==> src/rtl/j1_io_bridge_if.sv <==
// Bus bundle around the j1 I/O bridge: core I/O pins, peripheral read
// path, host write requester and the registered peripheral write port.
// The bridge uses the slave view; the core, host and peripherals use master.
interface j1_io_bridge_if;
    logic        cpu_io_rd;
    logic        cpu_io_wr;
    logic [15:0] cpu_io_addr;
    logic [15:0] cpu_io_dout;
    logic [15:0] cpu_io_din;
    logic        rd_strobe;
    logic [15:0] rd_addr;
    logic [15:0] rd_data;
    logic        host_valid;
    logic        host_ready;
    logic [15:0] host_addr;
    logic [15:0] host_data;
    logic        wr_valid;
    logic        wr_ready;
    logic [15:0] wr_addr;
    logic [15:0] wr_data;
    logic        wr_src;

    modport slave (
        input  cpu_io_rd, cpu_io_wr, cpu_io_addr, cpu_io_dout, rd_data,
               host_valid, host_addr, host_data, wr_ready,
        output cpu_io_din, rd_strobe, rd_addr, host_ready,
               wr_valid, wr_addr, wr_data, wr_src
    );

    modport master (
        output cpu_io_rd, cpu_io_wr, cpu_io_addr, cpu_io_dout, rd_data,
               host_valid, host_addr, host_data, wr_ready,
        input  cpu_io_din, rd_strobe, rd_addr, host_ready,
               wr_valid, wr_addr, wr_data, wr_src
    );
endinterface

==> src/rtl/j1_io_bridge.sv <==
// j1 I/O bridge: qualifies core I/O strobes, exposes a status register,
// posts core writes into a FIFO and round-robins that FIFO against a host
// requester onto one registered valid/ready peripheral write port.
module j1_io_bridge #(
    parameter int unsigned FIFO_DEPTH = 4,
    parameter logic [15:0] STAT_ADDR  = 16'hFFFE
) (
    input logic           sys_clk_i,
    input logic           sys_rst_i,
    j1_io_bridge_if.slave bus
);

    localparam int unsigned AW = (FIFO_DEPTH > 1) ? $clog2(FIFO_DEPTH) : 1;

    typedef logic [AW-1:0] ptr_t;
    typedef logic [AW:0]   lvl_t;
    typedef enum logic {GRANT_CPU = 1'b0, GRANT_HOST = 1'b1} grant_t;

    localparam lvl_t FULL_LVL = lvl_t'(FIFO_DEPTH);

    logic [15:0] r_mem_addr [FIFO_DEPTH];
    logic [15:0] r_mem_data [FIFO_DEPTH];
    ptr_t        r_wptr;
    ptr_t        r_rptr;
    lvl_t        r_level;
    logic        r_ovf;
    grant_t      r_last;
    logic        r_wr_valid;
    logic        r_wr_src;
    logic [15:0] r_wr_addr;
    logic [15:0] r_wr_data;

    logic        w_io_space;
    logic        w_is_stat;
    logic [15:0] w_status;
    logic        w_push_req;
    logic        w_full;
    logic        w_fifo_req;
    logic        w_stage_free;
    logic        w_grant_cpu;
    logic        w_grant_host;
    logic        w_pop;
    logic        w_push;
    logic        w_ovf_set;
    logic        w_ovf_clr;

    // Address decode and zero-latency read path
    assign w_io_space = (bus.cpu_io_addr[15:14] != 2'b00);
    assign w_is_stat  = w_io_space && (bus.cpu_io_addr == STAT_ADDR);
    assign w_status   = {r_ovf, 10'b0, 5'(r_level)};

    assign bus.cpu_io_din = w_is_stat ? w_status : bus.rd_data;
    assign bus.rd_strobe  = bus.cpu_io_rd && w_io_space && !w_is_stat;
    assign bus.rd_addr    = bus.cpu_io_addr;

    // Arbitration: reset is folded into stage_free so host_ready stays low
    // while the bridge is held in reset.
    assign w_fifo_req   = (r_level != '0);
    assign w_stage_free = !sys_rst_i && (!r_wr_valid || bus.wr_ready);
    assign w_grant_cpu  = w_stage_free && w_fifo_req &&
                          (!bus.host_valid || (r_last == GRANT_HOST));
    assign w_grant_host = w_stage_free && bus.host_valid &&
                          (!w_fifo_req || (r_last == GRANT_CPU));
    assign w_pop        = w_grant_cpu;

    assign bus.host_ready = w_grant_host;

    // Posted-write FIFO control
    assign w_push_req = bus.cpu_io_wr && w_io_space && !w_is_stat;
    assign w_full     = (r_level == FULL_LVL);
    assign w_push     = w_push_req && (!w_full || w_pop);
    assign w_ovf_set  = w_push_req && w_full && !w_pop;
    assign w_ovf_clr  = bus.cpu_io_wr && w_is_stat;

    assign bus.wr_valid = r_wr_valid;
    assign bus.wr_addr  = r_wr_addr;
    assign bus.wr_data  = r_wr_data;
    assign bus.wr_src   = r_wr_src;

    // FIFO storage; contents need no reset since the level gates every read
    always_ff @(posedge sys_clk_i) begin
        if (w_push) begin
            r_mem_addr[r_wptr] <= bus.cpu_io_addr;
            r_mem_data[r_wptr] <= bus.cpu_io_dout;
        end
    end

    // FIFO pointers, level, sticky overflow, output stage and last-grant
    always_ff @(posedge sys_clk_i or posedge sys_rst_i) begin
        if (sys_rst_i) begin
            r_wptr     <= '0;
            r_rptr     <= '0;
            r_level    <= '0;
            r_ovf      <= 1'b0;
            r_wr_valid <= 1'b0;
            r_wr_src   <= 1'b0;
            r_wr_addr  <= '0;
            r_wr_data  <= '0;
            r_last     <= GRANT_HOST;
        end else begin
            if (w_push) begin
                r_wptr <= r_wptr + ptr_t'(1);
            end
            if (w_pop) begin
                r_rptr <= r_rptr + ptr_t'(1);
            end
            unique case ({w_push, w_pop})
                2'b10:   r_level <= r_level + lvl_t'(1);
                2'b01:   r_level <= r_level - lvl_t'(1);
                default: r_level <= r_level;
            endcase
            if (w_ovf_set) begin
                r_ovf <= 1'b1;
            end else if (w_ovf_clr) begin
                r_ovf <= 1'b0;
            end
            if (w_stage_free) begin
                if (w_grant_cpu) begin
                    r_wr_valid <= 1'b1;
                    r_wr_addr  <= r_mem_addr[r_rptr];
                    r_wr_data  <= r_mem_data[r_rptr];
                    r_wr_src   <= 1'b0;
                    r_last     <= GRANT_CPU;
                end else if (w_grant_host) begin
                    r_wr_valid <= 1'b1;
                    r_wr_addr  <= bus.host_addr;
                    r_wr_data  <= bus.host_data;
                    r_wr_src   <= 1'b1;
                    r_last     <= GRANT_HOST;
                end else begin
                    r_wr_valid <= 1'b0;
                end
            end
        end
    end

endmodule
==> src/flat_wrapper.sv <==
// flat-port wrapper written by rule: the top's interface ports become plain ports
module j1_io_bridge_flat 
#(
    parameter int unsigned FIFO_DEPTH = 4,
    parameter logic [15:0] STAT_ADDR  = 16'hFFFE
)
  (sys_clk_i, sys_rst_i, bus_cpu_io_rd, bus_cpu_io_wr, bus_cpu_io_addr, bus_cpu_io_dout, bus_rd_data, bus_host_valid, bus_host_addr, bus_host_data, bus_wr_ready, bus_cpu_io_din, bus_rd_strobe, bus_rd_addr, bus_host_ready, bus_wr_valid, bus_wr_addr, bus_wr_data, bus_wr_src);
  j1_io_bridge_if bus_i ();
  input logic sys_clk_i;
  input logic sys_rst_i;
  input wire logic [$bits(bus_i.cpu_io_rd)-1:0] bus_cpu_io_rd;
  input wire logic [$bits(bus_i.cpu_io_wr)-1:0] bus_cpu_io_wr;
  input wire logic [$bits(bus_i.cpu_io_addr)-1:0] bus_cpu_io_addr;
  input wire logic [$bits(bus_i.cpu_io_dout)-1:0] bus_cpu_io_dout;
  input wire logic [$bits(bus_i.rd_data)-1:0] bus_rd_data;
  input wire logic [$bits(bus_i.host_valid)-1:0] bus_host_valid;
  input wire logic [$bits(bus_i.host_addr)-1:0] bus_host_addr;
  input wire logic [$bits(bus_i.host_data)-1:0] bus_host_data;
  input wire logic [$bits(bus_i.wr_ready)-1:0] bus_wr_ready;
  output wire logic [$bits(bus_i.cpu_io_din)-1:0] bus_cpu_io_din;
  output wire logic [$bits(bus_i.rd_strobe)-1:0] bus_rd_strobe;
  output wire logic [$bits(bus_i.rd_addr)-1:0] bus_rd_addr;
  output wire logic [$bits(bus_i.host_ready)-1:0] bus_host_ready;
  output wire logic [$bits(bus_i.wr_valid)-1:0] bus_wr_valid;
  output wire logic [$bits(bus_i.wr_addr)-1:0] bus_wr_addr;
  output wire logic [$bits(bus_i.wr_data)-1:0] bus_wr_data;
  output wire logic [$bits(bus_i.wr_src)-1:0] bus_wr_src;
  assign bus_i.cpu_io_rd = bus_cpu_io_rd;
  assign bus_i.cpu_io_wr = bus_cpu_io_wr;
  assign bus_i.cpu_io_addr = bus_cpu_io_addr;
  assign bus_i.cpu_io_dout = bus_cpu_io_dout;
  assign bus_i.rd_data = bus_rd_data;
  assign bus_i.host_valid = bus_host_valid;
  assign bus_i.host_addr = bus_host_addr;
  assign bus_i.host_data = bus_host_data;
  assign bus_i.wr_ready = bus_wr_ready;
  assign bus_cpu_io_din = bus_i.cpu_io_din;
  assign bus_rd_strobe = bus_i.rd_strobe;
  assign bus_rd_addr = bus_i.rd_addr;
  assign bus_host_ready = bus_i.host_ready;
  assign bus_wr_valid = bus_i.wr_valid;
  assign bus_wr_addr = bus_i.wr_addr;
  assign bus_wr_data = bus_i.wr_data;
  assign bus_wr_src = bus_i.wr_src;
  j1_io_bridge #(.FIFO_DEPTH(FIFO_DEPTH), .STAT_ADDR(STAT_ADDR)) u_core (.sys_clk_i(sys_clk_i), .sys_rst_i(sys_rst_i), .bus(bus_i));
endmodule
==> config.mk <==
export PLATFORM = sky130hd
export DESIGN_NAME = j1_io_bridge_flat
export DESIGN_NICKNAME = d
export VERILOG_FILES = /design/src/rtl/j1_io_bridge_if.sv /design/src/rtl/j1_io_bridge.sv /design/src/flat_wrapper.sv
export SDC_FILE = /design/constraint.sdc
export NUM_CORES = 1
export LEC_CHECK = 0
export ABC_AREA = 0
export BUFFER_PORTS_ARGS = -buffer_cell sky130_fd_sc_hd__buf_2
export CAP_MARGIN = 25
export CORE_MARGIN = 10
export CORE_UTILIZATION = 55
export DETAILED_ROUTE_END_ITERATION = 7
export PLACE_DENSITY = 0.81
export SLEW_MARGIN = 20
export SYNTH_ARGS = -nofsm -noshare
export SYNTH_HDL_FRONTEND = slang
export SYNTH_SLANG_ARGS = --single-unit
==> constraint.sdc <==
create_clock -name sys_clk_i -period 8.88 [get_ports sys_clk_i]
set_input_delay 2.664 -clock sys_clk_i [delete_from_list [all_inputs] [get_ports sys_clk_i]]
set_output_delay 2.664 -clock sys_clk_i [all_outputs]
set_load 0.01 [all_outputs]
==> flow_summary.yaml <==
pwr:
  p_per_area_nw_per_um2: 310.1
  peakVddDrop_mv: 0.1909
  p_leak_uw: 0.003283
clock_tree:
  cts_resized: 0
  numCtsBuffers: 17
  cts_root_buf: "clkbuf_16"
  h-tree-depth: 4
  cts_setup_buffers: 0
  cts_tree: "done"
  cts.sinks: 171
  cts_hold_buf: 0
  cts_buffer_depth: 2
  path_clk_slew_ps: 60
  clock_latency_ps: 430
setup_path:
  setup.worst_path.class: "in2out"
  crit_top_cell: "buf_2"
  critPathSlowestCell: "or4_1"
  endpoint_kind: "output port"
  crit_chain: "buf_2 > nand4b_2 > or4_1 > mux2_1 > buf_2"
  critPathLaunchType: "primary input"
  path_max_fanout: 18
  required_ps: 6220
  cp_slowest_stage_delay_ps: 830
  reg2reg_depth: 9
  crit_arrival_ps: 4440
grt:
  grt_pass1_wl_um: 24500
  grt_pass1_vias: 4404
  grt_max_degree: 66
  overflow: 0
  antenna_found_initial: 0
  grt_use_total_pct: 17.87
status:
  outcome: "finished clean"
placement:
  gp_congestion: 0.7834
  dpl.cell_count: 711
  io_buffers: 153
  dp_hpwl_um: 10380
route:
  remaining_drc_errors: 0
  viasPerCell: 5.476
  via_count: 4069
  ant_nets: 0
  firstDrtPassIters: 4
  drt_wl_total_um: 15660
  wl_per_cell_um: 21.07
  drtIter0Drc: 320
synth:
  synth_edf_count: 128
  ys_ff_latch: 171
  yosysWarnings: 0
  netlist_area_um2: 7108
  syn_area_per_cell_um2: 16.92
  synth_sequential_area_ratio_pct: 69.23
  syn_nets: 511
  synth_cells: 420
  ys.flop_type: "edfxtp_1"
  async_flop_share_pct: 25.15
  synth_cell_types: 43
floorplanning:
  initial_core_util_pct: 56.33
  die_h_um: 133.7
  core.rowCount: 41
  core_area_um2: 12620
  die-area_um2: 17870
  ios: 154
  die_w_um: 133.7
finish:
  fin_cells: 743
  fill_cells: 886
  layout.nets: 649
  regArea_um2: 4923
  multi_input_area_um2: 1962
  num_antenna_cells: 0
  drive_above_1_share_pct: 41.68
  syn2layout_area_growth_pct: 19.80
sta:
  grt_setup_unrepaired: "false"
  skew_ps: 7.273
  finalHoldViolCount: 0
  setup_violations: 0
  setup_tns_ps: 0
  min_period_ps: 7104
  fmax_mhz: 140.8
  finalCritPeriodShare_pct: 80.00
  slew_viol_final: 0
  worstMarginPinSlew_ps: 937.9
  max-slew-margin-rel_pct: 37.47
hold_path:
  hold_depth: 2
  hp-class: "reg2reg"
run:
  drv_cap: 0
## critical path, delay by kind of cell
family        cells  cell delay (ps)
mux               1              430
simple gates      2             1070
buf+inv           2              280
## flip-flops by register name, indices dropped and copies added, names as in the netlist
signal and count:
u_core.r_mem_addr 64, u_core.r_mem_data 64, u_core.bus.wr_addr 16, u_core.bus.wr_data 16
u_core.r_level 3, u_core.r_rptr 2, u_core.r_wptr 2, u_core.bus.wr_src 1
u_core.bus.wr_valid 1, u_core.r_last 1, u_core.r_ovf 1
## layout make-up
type	count	area share [%]
repair buffers	156	9.257
clock buffers	18	5.157
clock inverters	14	1.969
flip-flops and latches	171	57.82
inverters	5	0.2351
well taps	172	2.527
multi-input cells	207	23.04
## layer usage
layer,routed length (µm),GRT usage (%)
met1,6253,20.74
met2,7956,30.23
met3,1090,4.887
met4,354,8.283
met5,0,0
## synth_stat cells, types with 5 or more instances
| master | count | share of area, % |
|---|---|---|
| clkbuf_1 | 8 | 0.42 |
| o21ai_0 | 5 | 0.35 |
| o21ai_1 | 32 | 2.3 |
| mux2_1 | 5 | 0.79 |
| buf_4 | 20 | 2.1 |
| dfrtp_1 | 42 | 15 |
| inv_1 | 5 | 0.26 |
| edfxtp_1 | 128 | 54 |
| buf_2 | 8 | 0.56 |
| and2_1 | 17 | 1.5 |
| nand2_1 | 38 | 2.0 |
| mux4_2 | 32 | 10 |
| mux2i_1 | 33 | 4.6 |
## cell usage in the layout, fill, tap and decap left out, drive strengths merged, types with 3 or more instances in the layout
| cell | Yosys | final |
|---|---|---|
| clkinv | 0 | 4 |
| and2 | 17 | 17 |
| nor3 | 4 | 4 |
| mux2 | 5 | 5 |
| dfrtp | 42 | 42 |
| a21oi | 4 | 4 |
| o21ai | 37 | 37 |
| clkinvlp | 0 | 5 |
| clkbuf | 8 | 18 |
| bufinv | 0 | 3 |
| inv | 5 | 7 |
| nand2 | 38 | 38 |
| nor2 | 5 | 5 |
| mux2i | 33 | 33 |
| edfxtp | 128 | 128 |
| nand4 | 3 | 3 |
| ha | 4 | 4 |
| mux4 | 32 | 32 |
| buf | 29 | 156 |
## per-stage QoR
| step | instance area [µm²] | hold slack, ps | util [%] | power, µW | setup slack, ps |
|---|---|---|---|---|---|
| final | 8516 | 479.0 | 67.48 | 2641 | 1776 |
| after CTS | 8514 | 486.7 | 67.47 | 2671 | 1787 |
| after detailed placement | 7908 | 472.3 | 62.66 | 1920 | 1786 |
| after global routing | 8516 | 501.8 | 67.48 | 2781 | 1706 |
| after global placement | 7908 | 459.8 | 62.66 | 1880 | 1868 |
| after floorplan | 7108 | 487.7 | - | 1666 | 2304 |
## final timing paths
path / startpoint / slack, ps / endpoint
worst max-delay path: bus_cpu_io_addr[0] / 1780 / bus_cpu_io_din[1]
worst min-delay path: u_core.bus.wr_data[8] / 480 / u_core.bus.wr_data[8]
min in group asynchronous: sys_rst_i / 2420 / u_core.bus.wr_addr[12]
max in group asynchronous: sys_rst_i / 5870 / u_core.r_rptr[0]
worst max register to register: u_core.r_last / 5420 / u_core.r_level[2]
worst min register to register: u_core.bus.wr_data[8] / 480 / u_core.bus.wr_data[8]
## kinds of logic after synthesis
family / count (synthesis) / synth area share, %
AO/OA/AOI/OAI: 53 / 4.541
AND/OR/NAND/NOR: 75 / 5.756
buffers and inverters: 42 / 3.415
adder cells (fa/ha/maj): 5 / 0.9858
XOR/XNOR: 4 / 0.4930
flip-flops: 171 / 69.23
multiplexers: 70 / 15.58
## where the power goes
part	total, µW	internal, µW	leakage (µW)	switching (µW)
Sequential	1180	1060	0.00169	125
Clock	753	450	0.000283	303
Combinational	707	336	0.00131	371
Note: power is estimated with default switching activity, not from simulation.
